$ cat src/rtl/bsr_pkg.sv
// Shared constants and operation decode for the boundary-scan register chain.
package bsr_pkg;

  localparam int NUM_SEG_DEF = 6;
  localparam int SEG_W_DEF   = 32;

  typedef enum logic [1:0] {
    OP_IDLE,
    OP_CAPTURE,
    OP_SHIFT,
    OP_UPDATE
  } op_e;

  // Capture wins over shift, shift over update; at most one op per edge.
  function automatic op_e decode_op(input logic cap, input logic sh, input logic upd);
    if (cap)      return OP_CAPTURE;
    else if (sh)  return OP_SHIFT;
    else if (upd) return OP_UPDATE;
    else          return OP_IDLE;
  endfunction

endpackage

$ cat src/rtl/bsr_seg.sv
// One scan segment: shift stage, update register, bypass flop and serial output mux.
module bsr_seg
  import bsr_pkg::*;
#(
  parameter int SEG_W = SEG_W_DEF
) (
  input  logic             clk_i,
  input  logic             rst_ni,
  input  op_e              op_i,
  input  logic             cap_en_i,
  input  logic             en_i,
  input  logic             ser_i,
  output logic             ser_o,
  input  logic [SEG_W-1:0] par_i,
  output logic [SEG_W-1:0] upd_o
);

  logic [SEG_W-1:0] shift_q, shift_d;
  logic [SEG_W-1:0] upd_q, upd_d;
  logic             byp_q, byp_d;

  // en_i is the latched enable; cap_en_i is the live enable being latched at capture.
  always_comb begin
    shift_d = shift_q;
    upd_d   = upd_q;
    byp_d   = byp_q;
    case (op_i)
      OP_CAPTURE: begin
        if (cap_en_i) shift_d = par_i;
        byp_d = 1'b0;
      end
      OP_SHIFT: begin
        if (en_i) shift_d = {ser_i, shift_q[SEG_W-1:1]};
        else      byp_d   = ser_i;
      end
      OP_UPDATE: begin
        if (en_i) upd_d = shift_q;
      end
      default: ;
    endcase
  end

  always_ff @(posedge clk_i) begin
    if (!rst_ni) begin
      shift_q <= '0;
      upd_q   <= '0;
      byp_q   <= 1'b0;
    end else begin
      shift_q <= shift_d;
      upd_q   <= upd_d;
      byp_q   <= byp_d;
    end
  end

  assign ser_o = en_i ? shift_q[0] : byp_q;
  assign upd_o = upd_q;

endmodule

$ cat src/rtl/bsr_chain.sv
// Segmented boundary-scan register chain with per-segment bypass.
// Define BSR_CHAIN_SHIFT_CNT_EN to build the saturating shift counter; otherwise shift_cnt is 0.
module bsr_chain
  import bsr_pkg::*;
#(
  parameter int NUM_SEG = NUM_SEG_DEF,
  parameter int SEG_W   = SEG_W_DEF
) (
  input  logic                                  tck,
  input  logic                                  trst,
  input  logic                                  tdi,
  output logic                                  tdo,
  input  logic                                  capture_dr,
  input  logic                                  shift_dr,
  input  logic                                  update_dr,
  input  logic                                  mode,
  input  logic [NUM_SEG-1:0]                    seg_en,
  input  logic [NUM_SEG*SEG_W-1:0]              parallel_in,
  output logic [NUM_SEG*SEG_W-1:0]              parallel_out,
  output logic [$clog2(NUM_SEG*SEG_W+1):0]      chain_len,
  output logic [$clog2(NUM_SEG*SEG_W+1):0]      shift_cnt
);

  localparam int W     = NUM_SEG * SEG_W;
  localparam int CNT_W = $clog2(W + 1) + 1;

  op_e              op;
  logic [NUM_SEG-1:0] seg_en_q, seg_en_d;
  logic [NUM_SEG:0]   link;
  logic [W-1:0]       upd_all;
  logic [CNT_W-1:0]   len;

  assign op = decode_op(capture_dr, shift_dr, update_dr);

  always_comb begin
    seg_en_d = seg_en_q;
    if (op == OP_CAPTURE) seg_en_d = seg_en;
  end

  always_ff @(posedge tck) begin
    if (!trst) seg_en_q <= '1;
    else       seg_en_q <= seg_en_d;
  end

  // Serial path runs tdi -> segment 0 -> ... -> segment NUM_SEG-1 -> tdo.
  assign link[0] = tdi;

  for (genvar k = 0; k < NUM_SEG; k++) begin : g_seg
    bsr_seg #(.SEG_W(SEG_W)) u_seg (
      .clk_i    (tck),
      .rst_ni   (trst),
      .op_i     (op),
      .cap_en_i (seg_en[k]),
      .en_i     (seg_en_q[k]),
      .ser_i    (link[k]),
      .ser_o    (link[k+1]),
      .par_i    (parallel_in[k*SEG_W +: SEG_W]),
      .upd_o    (upd_all[k*SEG_W +: SEG_W])
    );
  end

  assign tdo          = link[NUM_SEG];
  assign parallel_out = mode ? upd_all : parallel_in;

  always_comb begin
    len = '0;
    for (int k = 0; k < NUM_SEG; k++) begin
      len = len + (seg_en_q[k] ? CNT_W'(SEG_W) : CNT_W'(1));
    end
  end

  assign chain_len = len;

`ifdef BSR_CHAIN_SHIFT_CNT_EN
  logic [CNT_W-1:0] cnt_q, cnt_d;

  // Saturates at all-ones so a long shift never looks like a short one.
  always_comb begin
    cnt_d = cnt_q;
    if (op == OP_CAPTURE)                 cnt_d = '0;
    else if (op == OP_SHIFT && cnt_q != '1) cnt_d = cnt_q + CNT_W'(1);
  end

  always_ff @(posedge tck) begin
    if (!trst) cnt_q <= '0;
    else       cnt_q <= cnt_d;
  end

  assign shift_cnt = cnt_q;
`else
  assign shift_cnt = '0;
`endif

endmodule

$ cat config.mk
export PLATFORM = sky130hd
export DESIGN_NAME = bsr_chain
export DESIGN_NICKNAME = d
export VERILOG_FILES = /design/src/rtl/bsr_pkg.sv /design/src/rtl/bsr_seg.sv /design/src/rtl/bsr_chain.sv
export SDC_FILE = /design/constraint.sdc
export NUM_CORES = 1
export LEC_CHECK = 0
export BUFFER_PORTS_ARGS = -buffer_cell sky130_fd_sc_hd__buf_2
export CORE_MARGIN = 1.5
export CORE_UTILIZATION = 50
export DETAILED_ROUTE_END_ITERATION = 8
export HOLD_SLACK_MARGIN = 0.02
export PLACE_DENSITY = 0.75
export SYNTH_ARGS = -nofsm -noshare
export SYNTH_HDL_FRONTEND = slang
export SYNTH_HIERARCHICAL = 1
export SYNTH_SLANG_ARGS = --single-unit
$ cat constraint.sdc
create_clock -name tck -period 4.1 [get_ports tck]
set_input_delay 0.205 -clock tck [delete_from_list [all_inputs] [get_ports tck]]
set_output_delay 0.205 -clock tck [all_outputs]
set_load 0.02 [all_outputs]
==> impl_metrics.csv, run 1 <==
group,metric,value,unit
power,p_clk_share,38.1,%
synthesis,synth_top_family_by_area,"compound AO/OA/AOI/OAI gates",
grt,grt_max_degree,96,
power,ir_drop,295,uV
synthesis,synthCells,2033,
layout,drive_gt1_share,36.5,%
clock_network,clkLatencyLatePin,530,ps
sta,setup_tns,0,ps
die,core_area,36700,sq um
synthesis,synth-edff-count,0,
power,power_frac_comb,16.8,%
die,start_util,50.8,%
grt,grt_pass1_wl,80600,um
synthesis,ys.flop_type,"dfxtp_1",
sta,finalHoldViolations,0,
synthesis,ys_seq_elements,396,
sta,rsz0062_at_grt,"false",
sta,max_freq,331,MHz
clock_network,post_cts_buffers,0,
die,dieArea,38500,sq um
drt,drc_errors,0,
drt,vias,16000,
flow_run,cap_violations,0,
synthesis,synth-simple-area-share,10.3,%
synthesis,seq_area_frac_synth,42.5,%
drt,dr.pass1.iters,5,
power,powerDensity,432,nW/um^2
drt,vias_per_cell,5.59,
drt,wirelength,50300,um
layout,area_delta_synth_final,17.6,%
synthesis,synth_compound_area_share,23.8,%
power,p_int,6.78,mW
synthesis,syn-cell-area,18600,sq um
sta,holdWs,42.4,ps
sta,finalSetupViolCount,0,
power,leakagePower,8.68,nW
layout,finalNonFillerCells,2866,
placed_design,place_congestion,0.855,
drt,post_drt_wl_per_cell,17.6,um
layout,nets,2576,
placed_design,io_buffers,403,
die,fp.dieW,196,um
critical_path,cp.arrival,2820,ps
clock_network,cts_buffers,41,
synthesis,synthDistinctLibCells,24,
drt,ant_nets,0,
grt,overflow,0,
sta,final_max_slew_viol_count,0,
grt,antenna_found_initial,8,
drt,drt-initial-drc-count,968,
critical_path,cp_max_fo,8,
clock_network,clkTransAtPathRegs,60,ps
clock_network,cts_tree,"yes",
clock_network,htree_levels,2,
clock_network,root_buffer,"clkbuf_16",
synthesis,synth_mux_area_share,12.0,%
die,io_pins,416,
sta,worstMarginPinSlew,1200,ps
worst_hold_path,hold_path_class,"in2reg",
grt,grt_pass1_vias,15500,
sta,fin_skew,12.8,ps
power,power_switching,2.70,mW
placed_design,placed_cells,2753,
critical_path,start_kind,"register",
die,die_h,196,um
critical_path,critPathRequiredTime,3890,ps
sta,maxSlewHeadroom,19.7,%
die,fp-row-count,70,
status,outcome,"finished, final reports clean",
synthesis,synthXorXnorAreaFrac,0,%
grt,grtUsageTotal,25.4,%
synthesis,synth.yosys.warnings,6,
synthesis,synth-async-reset-ratio,0,%
clock_network,clockBufferDepth,3,
clock_network,cts_sinks,396,
synthesis,avgSynthCellArea,9.17,sq um
sta,fin_crit_sh,73.7,%
sta,min_period,3020,ps
power,seq_power_share,45.1,%
power,sw_frac_of_total,28.4,%
synthesis,synthAdderAreaFrac,0.778,%
placed_design,dpl.hpwl,33200,um
critical_path,crit_type,"reg2out",
critical_path,crit_path_end_kind,"output port",
metrics by stage:
| stage | cell area [sq um] | worst slack (ps) | power, mW | utilization, % |
|---|---|---|---|---|
| 2_1_floorplan | 18700 | 1050 | 5.47 | - |
| 3_3_place_gp | 20300 | 1150 | 5.86 | 55.3 |
| 3_5_place_dp | 20300 | 1090 | 5.91 | 55.3 |
| 4_1_cts | 21900 | 1010 | 9.53 | 59.7 |
| 5_1_grt | 21900 | 899 | 9.85 | 59.7 |
| 6_report | 21900 | 1080 | 9.47 | 59.7 |
synth_stat cells, types with 8 or more instances:
library cell / n / share of area (%)
a21oi_1: 198 / 5.3
a21oi_2: 180 / 8.5
buf_2: 44 / 1.2
buf_4: 30 / 1.2
buf_6: 44 / 2.7
clkbuf_1: 60 / 1.2
dfxtp_1: 396 / 43
inv_1: 217 / 4.4
mux2_2: 198 / 12
nand2_1: 396 / 8.0
nand3b_4: 12 / 1.3
nor2_1: 8 / 0.16
o211ai_1: 12 / 0.48
o221ai_1: 192 / 9.0
kinds of logic after synthesis:
| family | count (synthesis) |
|---|---|
| and+or+nand+nor | 440 |
| muxes | 198 |
| adders and majority gates | 8 |
| AOI/OAI and AO/OA | 595 |
| DFF | 396 |
| other | 1 |
| buffers and inverters | 395 |
power by group through the flow:
stage	Combinational [mW]	Sequential [mW]	Clock (mW)
finish	1.59	4.28	3.61
global route	1.72	4.30	3.82
CTS	1.59	4.27	3.67
detailed placement	1.55	4.35	0
global placement	1.52	4.34	0
floorplan	1.17	4.30	0
final cells by class:
type	count	area [sq um]
Inverter	217	815
Clock buffer	64	1170
Tap cell	468	586
Multi-Input combinational cell	1253	8790
Fill cell	3118	14800
Sequential cell	396	7930
Timing Repair Buffer	454	2510
Clock inverter	9	101
Antenna cell	5	12.5
layout by cell type, fill, tap and decap left out, types with 2 or more instances in the layout:
master / instances
mux2_2: 198
nand3_1: 6
nand3b_4: 12
a21oi_1: 198
a21boi_0: 6
clkbuf_16: 41
buf_4: 15
clkinv_2: 5
o221ai_1: 192
diode_2: 5
and2_2: 6
buf_6: 2
or4bb_1: 6
nand2_1: 396
nor2_1: 7
and3_1: 6
clkbuf_1: 17
a31oi_1: 6
dfxtp_1: 396
bufinv_16: 2
fa_1: 6
inv_1: 217
clkbuf_8: 6
o211ai_1: 12
conb_1: 12
ha_1: 2
a21oi_2: 180
buf_2: 401
dlygate4sd3_1: 35
worst max-delay path, cell delays in order (launching register included):
cell	delay [ps]
dfxtp_1	560
inv_1	140
fa_1	540
inv_1	40
ha_1	190
inv_1	80
fa_1	500
inv_1	90
buf_2	160
path summary, 6_finish.rpt:
path	startpoint	to	depth (start not counted)	slack (ps)
setup / recovery	seg_en_q[0]	chain_len[6]	8	1080
hold / removal	parallel_in[62]	g_seg[1].u_seg/shift_q[30]	3	40
setup reg to reg	seg_en_q[0]	g_seg[0].u_seg/shift_q[9]	3	2040
hold reg to reg	g_seg[3].u_seg/upd_o[7]	g_seg[3].u_seg/upd_o[7]	2	450
sequential cells by signal, indices dropped and copies added (netlist names):
register,cells
g_seg.u_seg/upd_o,192
seg_en_q,6
g_seg.u_seg/byp_q,6
g_seg.u_seg/shift_q,192
routing by layer:
metal	vias up	wire [um]	GRT usage (%)
met5	-	44	0
met4	8	1470	9.06
met3	105	3170	5.43
met2	518	24300	42.6
met1	7671	21400	32.2
li1	7705	-	-
timing repair:
action	4_1_cts	5_1_grt
hold endpoints to repair	35	0
setup endpoints to repair	0	0
gates resized for setup	0	0
hold buffers	35	0
No activity file was read; power rests on OpenSTA's default activity.
==> inputs of run 2 (changes only) <==
==> constraint.sdc (replaced) <==
create_clock -name tck -period 3 [get_ports tck]
set_input_delay 0.15 -clock tck [delete_from_list [all_inputs] [get_ports tck]]
set_output_delay 0.15 -clock tck [all_outputs]
set_load 0.02 [all_outputs]
==> run 2 against run 1 <==
  * Non-clock buffer count is 178 higher
  * Sequential power is 37% higher
  * First-iteration DRC count is 7.1% higher
  * Via count is 6.6% higher
  * Critical path depth stayed put
  * Hold slack hardly changed
  * Die area stayed put
  * Design area is 9.1% higher
  * Critical path type unchanged
  * Critical endpoint unchanged
==> impl_metrics.csv, run 2 (synthesized netlist as in run 1, its figures left out) <==
group,metric,value,unit
sta,rsz0062_at_grt,"false",
layout,nets,2755,
drt,vias_per_cell,5.59,
drt,dr.pass1.iters,5,
sta,finalHoldViolations,0,
placed_design,io_buffers,403,
sta,min_period,2850,ps
grt,grtUsageMet1,32.9,%
drt,post_drt_wl_per_cell,18.0,um
grt,grtUsageTotal,27.3,%
placed_design,dp_slack,338,ps
power,powerDensity,574,nW/um^2
drt,drt-initial-drc-count,1037,
clock_network,clockBufferDepth,3,
sta,holdWs,42.0,ps
sta,fin_skew,12.6,ps
sta,final_max_slew_viol_count,0,
grt,overflow,0,
die,die_h,196,um
layout,utilization,65.2,%
layout,fillerInstances,2747,
status,outcome,"finished, final reports clean",
power,leakagePower,9.55,nW
critical_path,cp_max_fo,8,
drt,drc_errors,0,
clock_network,cts_buffers,42,
grt,antenna_found_initial,4,
placed_design,place_congestion,0.854,
layout,area_delta_synth_final,28.3,%
sta,maxSlewHeadroom,21.5,%
grt,grt_max_degree,106,
grt,grt_pass1_wl,86700,um
sta,setup_tns,0,ps
die,dieArea,38500,sq um
sta,setup_ws,154,ps
die,core_area,36700,sq um
critical_path,start_kind,"register",
critical_path,crit_type,"reg2out",
clock_network,cts_tree,"yes",
critical_path,crit_path_end_kind,"output port",
clock_network,cts_sinks,396,
grt,grt_pass1_vias,16900,
clock_network,root_buffer,"clkbuf_16",
sta,fin_crit_sh,94.9,%
drt,wirelength,54700,um
clock_network,clkLatencyLatePin,520,ps
flow_run,cap_violations,0,
grt,grt_util_met2,46.5,%
power,ir_drop,430,uV
die,fp.dieW,196,um
clock_network,clkTransAtPathRegs,60,ps
drt,vias,17100,
layout,final_cell_mix,"401 x buf_2, 396 x nand2_1, 390 x dfxtp_1",
critical_path,critPathRequiredTime,2850,ps
sta,finalSetupViolCount,0,
layout,drive_gt1_share,35.3,%
grt,grt_most_used_layer,"met2",
placed_design,dpl.hpwl,33100,um
sta,max_freq,351,MHz
grt,use_met3,5.55,%
worst_hold_path,hold_path_class,"in2reg",
drt,ant_nets,0,
clock_network,htree_levels,2,
layout,final_common_cell,"buf_2",
power,p_total,13.7,mW
critical_path,cp.arrival,2700,ps
die,start_util,50.8,%
sta,worstMarginPinSlew,1180,ps
die,io_pins,416,
die,fp-row-count,70,
==> run 2: metal layers <==
metal	part of all wire [%]	vias up
li1	-	8073
met1	40	8039
met2	48	747
met3	7.0	199
met4	4.7	0
met5	0	-
==> run 2: final timing paths <==
check                      startpoint                    endpoint  slack (ps)  cells past startpoint
max                       seg_en_q[0]                chain_len[6]         150                      8
max reg2reg               seg_en_q[4]  g_seg[4].u_seg/shift_q[28]        1160                      4
min                              trst  g_seg[4].u_seg/shift_q[25]          40                      3
min reg2reg  g_seg[3].u_seg/upd_o[13]    g_seg[3].u_seg/upd_o[13]         450                      2
==> run 2: what timing repair did <==
item / CTS / global route
hold buffers: 200 / 0
setup buffers: 0 / 0
hold endpoints to repair: 191 / 0
gates resized for setup: 0 / 6
setup endpoints to repair: 0 / 1
==> run 2: layout make-up <==
type	instances	area (sq um)	area share, %
tap	468	586	2.45
inverter	217	815	3.40
clock inverter	16	184	0.769
multi-input combinational	1253	8790	36.8
sequential	396	7940	33.2
antenna	5	12.5	0.0523
clock buffer	62	1310	5.48
timing repair buffer	632	4290	17.9
==> run 2: where the power goes <==
group | leakage (nW) | switching, mW | total (mW) | internal, mW
clock network | 0.751 | 2.12 | 5.49 | 3.37
logic | 5.57 | 1.42 | 2.40 | 0.980
registers | 3.24 | 0.258 | 5.85 | 5.59
total | 9.55 | 3.80 | 13.7 | 9.95
==> run 2: worst max-delay path: stages (launching register included) <==
cell and delay [ps]:
dfxtp_2 440, inv_1 110, fa_1 550, inv_1 40, ha_1 180, inv_1 70, fa_1 510, inv_1 100
buf_2 160
==> run 2: through the flow <==
step | cells | area, sq um
floorplan | 2044 | 18700
CTS | 3044 | 23900
global placement | 2766 | 20400
detailed placement | 2766 | 20400
finish | 3049 | 23900
global route | 3047 | 23900
==> inputs of run 3 (changes only) <==
--- a/config.mk
+++ b/config.mk
@@ -6,7 +6,7 @@
 export NUM_CORES = 1
 export LEC_CHECK = 0
 export BUFFER_PORTS_ARGS = -buffer_cell sky130_fd_sc_hd__buf_2
-export CORE_MARGIN = 1.5
+export CORE_MARGIN = 2
 export CORE_UTILIZATION = 50
 export DETAILED_ROUTE_END_ITERATION = 8
 export HOLD_SLACK_MARGIN = 0.02
==> run 3 against run 2 <==
  * Sequential share of layout area down 0.078 points
  * Via count up 1.5%
  * Global-route usage up 0.58 points
  * Clock power down 9.3%
  * Flip-flop and latch count unchanged
  * Die area up 1.0%
  * Hold slack better by 6.9 ps
  * First-iteration DRC count up 1.3%
  * Clock skew up 1.8 ps
  * Non-clock buffer count up 26
  * Design area up 0.24%
  * Critical endpoint unchanged
  * Largest power group unchanged
  * Highest routed layer unchanged
==> impl_metrics.csv, run 3 (synthesized netlist as in run 1, its figures left out) <==
group,metric,value,unit
status,outcome,"finished, final reports clean",
critical_path,cp_cell_sequence,"inv_1 > fa_1 > inv_1 > ha_1 > inv_1 > fa_1 > inv_1 > buf_2",
critical_path,slowest_stage,"fa_1",
grt,grtUsageTotal,27.9,%
clock_network,htree_levels,2,
drt,drc_errors,0,
clock_network,clkTransAtPathRegs,60,ps
drt,vias,17300,
layout,finalNonFillerCells,3071,
drt,wirelength,56300,um
placed_design,io_buffers,403,
layout,final_common_cell,"buf_2",
placed_design,placed_cells,2779,
layout,final_cell_mix,"401 x buf_2, 396 x nand2_1, 390 x dfxtp_1",
clock_network,post_cts_buffers,0,
layout,drive_gt1_share,35.0,%
critical_path,crit_path_end_kind,"output port",
clock_network,root_buffer,"clkbuf_16",
sta,rsz0062_at_grt,"false",
grt,grt_pass1_wl,88600,um
placed_design,place_congestion,0.884,
die,fp.dieW,197,um
die,start_util,50.8,%
drt,post_drt_wl_per_cell,18.3,um
power,powerDensity,553,nW/um^2
sta,finalSetupViolCount,0,
layout,utilization,65.3,%
critical_path,cp.arrival,2670,ps
placed_design,dpl.hpwl,33800,um
sta,min_period,2820,ps
power,p_total,13.3,mW
clock_network,cts_sinks,396,
drt,ant_nets,0,
worst_hold_path,hold_path_class,"in2reg",
sta,max_freq,355,MHz
die,io_pins,416,
sta,fin_crit_sh,93.9,%
clock_network,clockBufferDepth,3,
die,fp-row-count,70,
sta,maxSlewHeadroom,24.2,%
die,dieArea,38900,sq um
drt,dr.pass1.iters,5,
die,core_area,36700,sq um
layout,nets,2782,
critical_path,start_kind,"register",
die,die_h,197,um
clock_network,cts_tree,"yes",
sta,finalHoldViolations,0,
grt,grt_pass1_vias,17100,
critical_path,crit_top_cell,"inv_1",
flow_run,cap_violations,0,
clock_network,cts_buffers,43,
power,ir_drop,412,uV
sta,setup_tns,0,ps
drt,drt-initial-drc-count,1050,
sta,fin_skew,14.3,ps
critical_path,max_stage_delay,540,ps
placed_design,dp_slack,575,ps
drt,vias_per_cell,5.64,
clock_network,clkLatencyLatePin,550,ps
layout,area_delta_synth_final,28.6,%
power,leakagePower,9.56,nW
critical_path,crit_type,"reg2out",
sta,final_max_slew_viol_count,0,
grt,overflow,0,
critical_path,cp_max_fo,8,
grt,antenna_found_initial,7,
sta,worstMarginPinSlew,1140,ps
critical_path,critPathRequiredTime,2850,ps
grt,grt_max_degree,64,
sta,setup_ws,183,ps
## run 3: cell types whose count changed in the layout (fill, tap and decap cells not counted), sizes merged
cell and delta:
clkinvlp +1, clkinv -4, diode +2, dlygate4sd3 +13
bufinv -3, buf +13
## run 3: layout make-up
type                            instances  area [sq um]
Antenna cell                            7          17.5
Clock buffer                           62          1210
Clock inverter                         10          85.1
Fill cell                            2738         12700
Inverter                              217           815
Multi-Input combinational cell       1253          8790
Sequential cell                       396          7940
Tap cell                              468           586
Timing Repair Buffer                  658          4540
## run 3: final timing paths
kind / slack (ps) / endpoint / from / cells past startpoint
hold reg to reg: 450 / g_seg[4].u_seg/upd_o[14] / g_seg[4].u_seg/upd_o[14] / 2
hold / removal: 50 / g_seg[4].u_seg/shift_q[22] / trst / 3
setup reg to reg: 1210 / g_seg[0].u_seg/shift_q[31] / seg_en_q[0] / 5
setup / recovery: 180 / chain_len[6] / seg_en_q[0] / 8
## run 3: metal layers
layer  up-vias  routed length (um)  global-route usage [%]
met4         0                2520                    14.4
met3       196                4160                    6.37
met1      8217               22200                    32.8
met2       787               27400                    47.6
met5         -                   0                       0
li1       8121                   -                       -
## run 3: through the flow
stage	area [sq um]	hold WS [ps]
6_report	24000	48.9
5_1_grt	24000	69.0
4_1_cts	24000	22.8
3_5_place_dp	20500	423
3_3_place_gp	20500	425
2_1_floorplan	18700	249
## run 3: timing repair
| item | 4_1_cts | 5_1_grt |
|---|---|---|
| hold endpoints to repair | 199 | 0 |
| endpoints found under the setup margin | 0 | 1 |
| hold buffers | 213 | 0 |
| gates resized for setup | 0 | 6 |
## run 3: worst max-delay path, delay by kind of cell (launching register included)
| family | cells | cell delay (ps) |
|---|---|---|
| fa+ha+maj | 3 | 1170 |
| flops | 1 | 440 |
| buf+inv | 5 | 500 |
## run 3: where the power goes
part / total [mW] / internal, mW / switching [mW]
sequential: 5.85 / 5.59 / 0.255
combinational: 2.44 / 1.00 / 1.44
clock: 4.98 / 2.87 / 2.11
total: 13.3 / 9.46 / 3.80
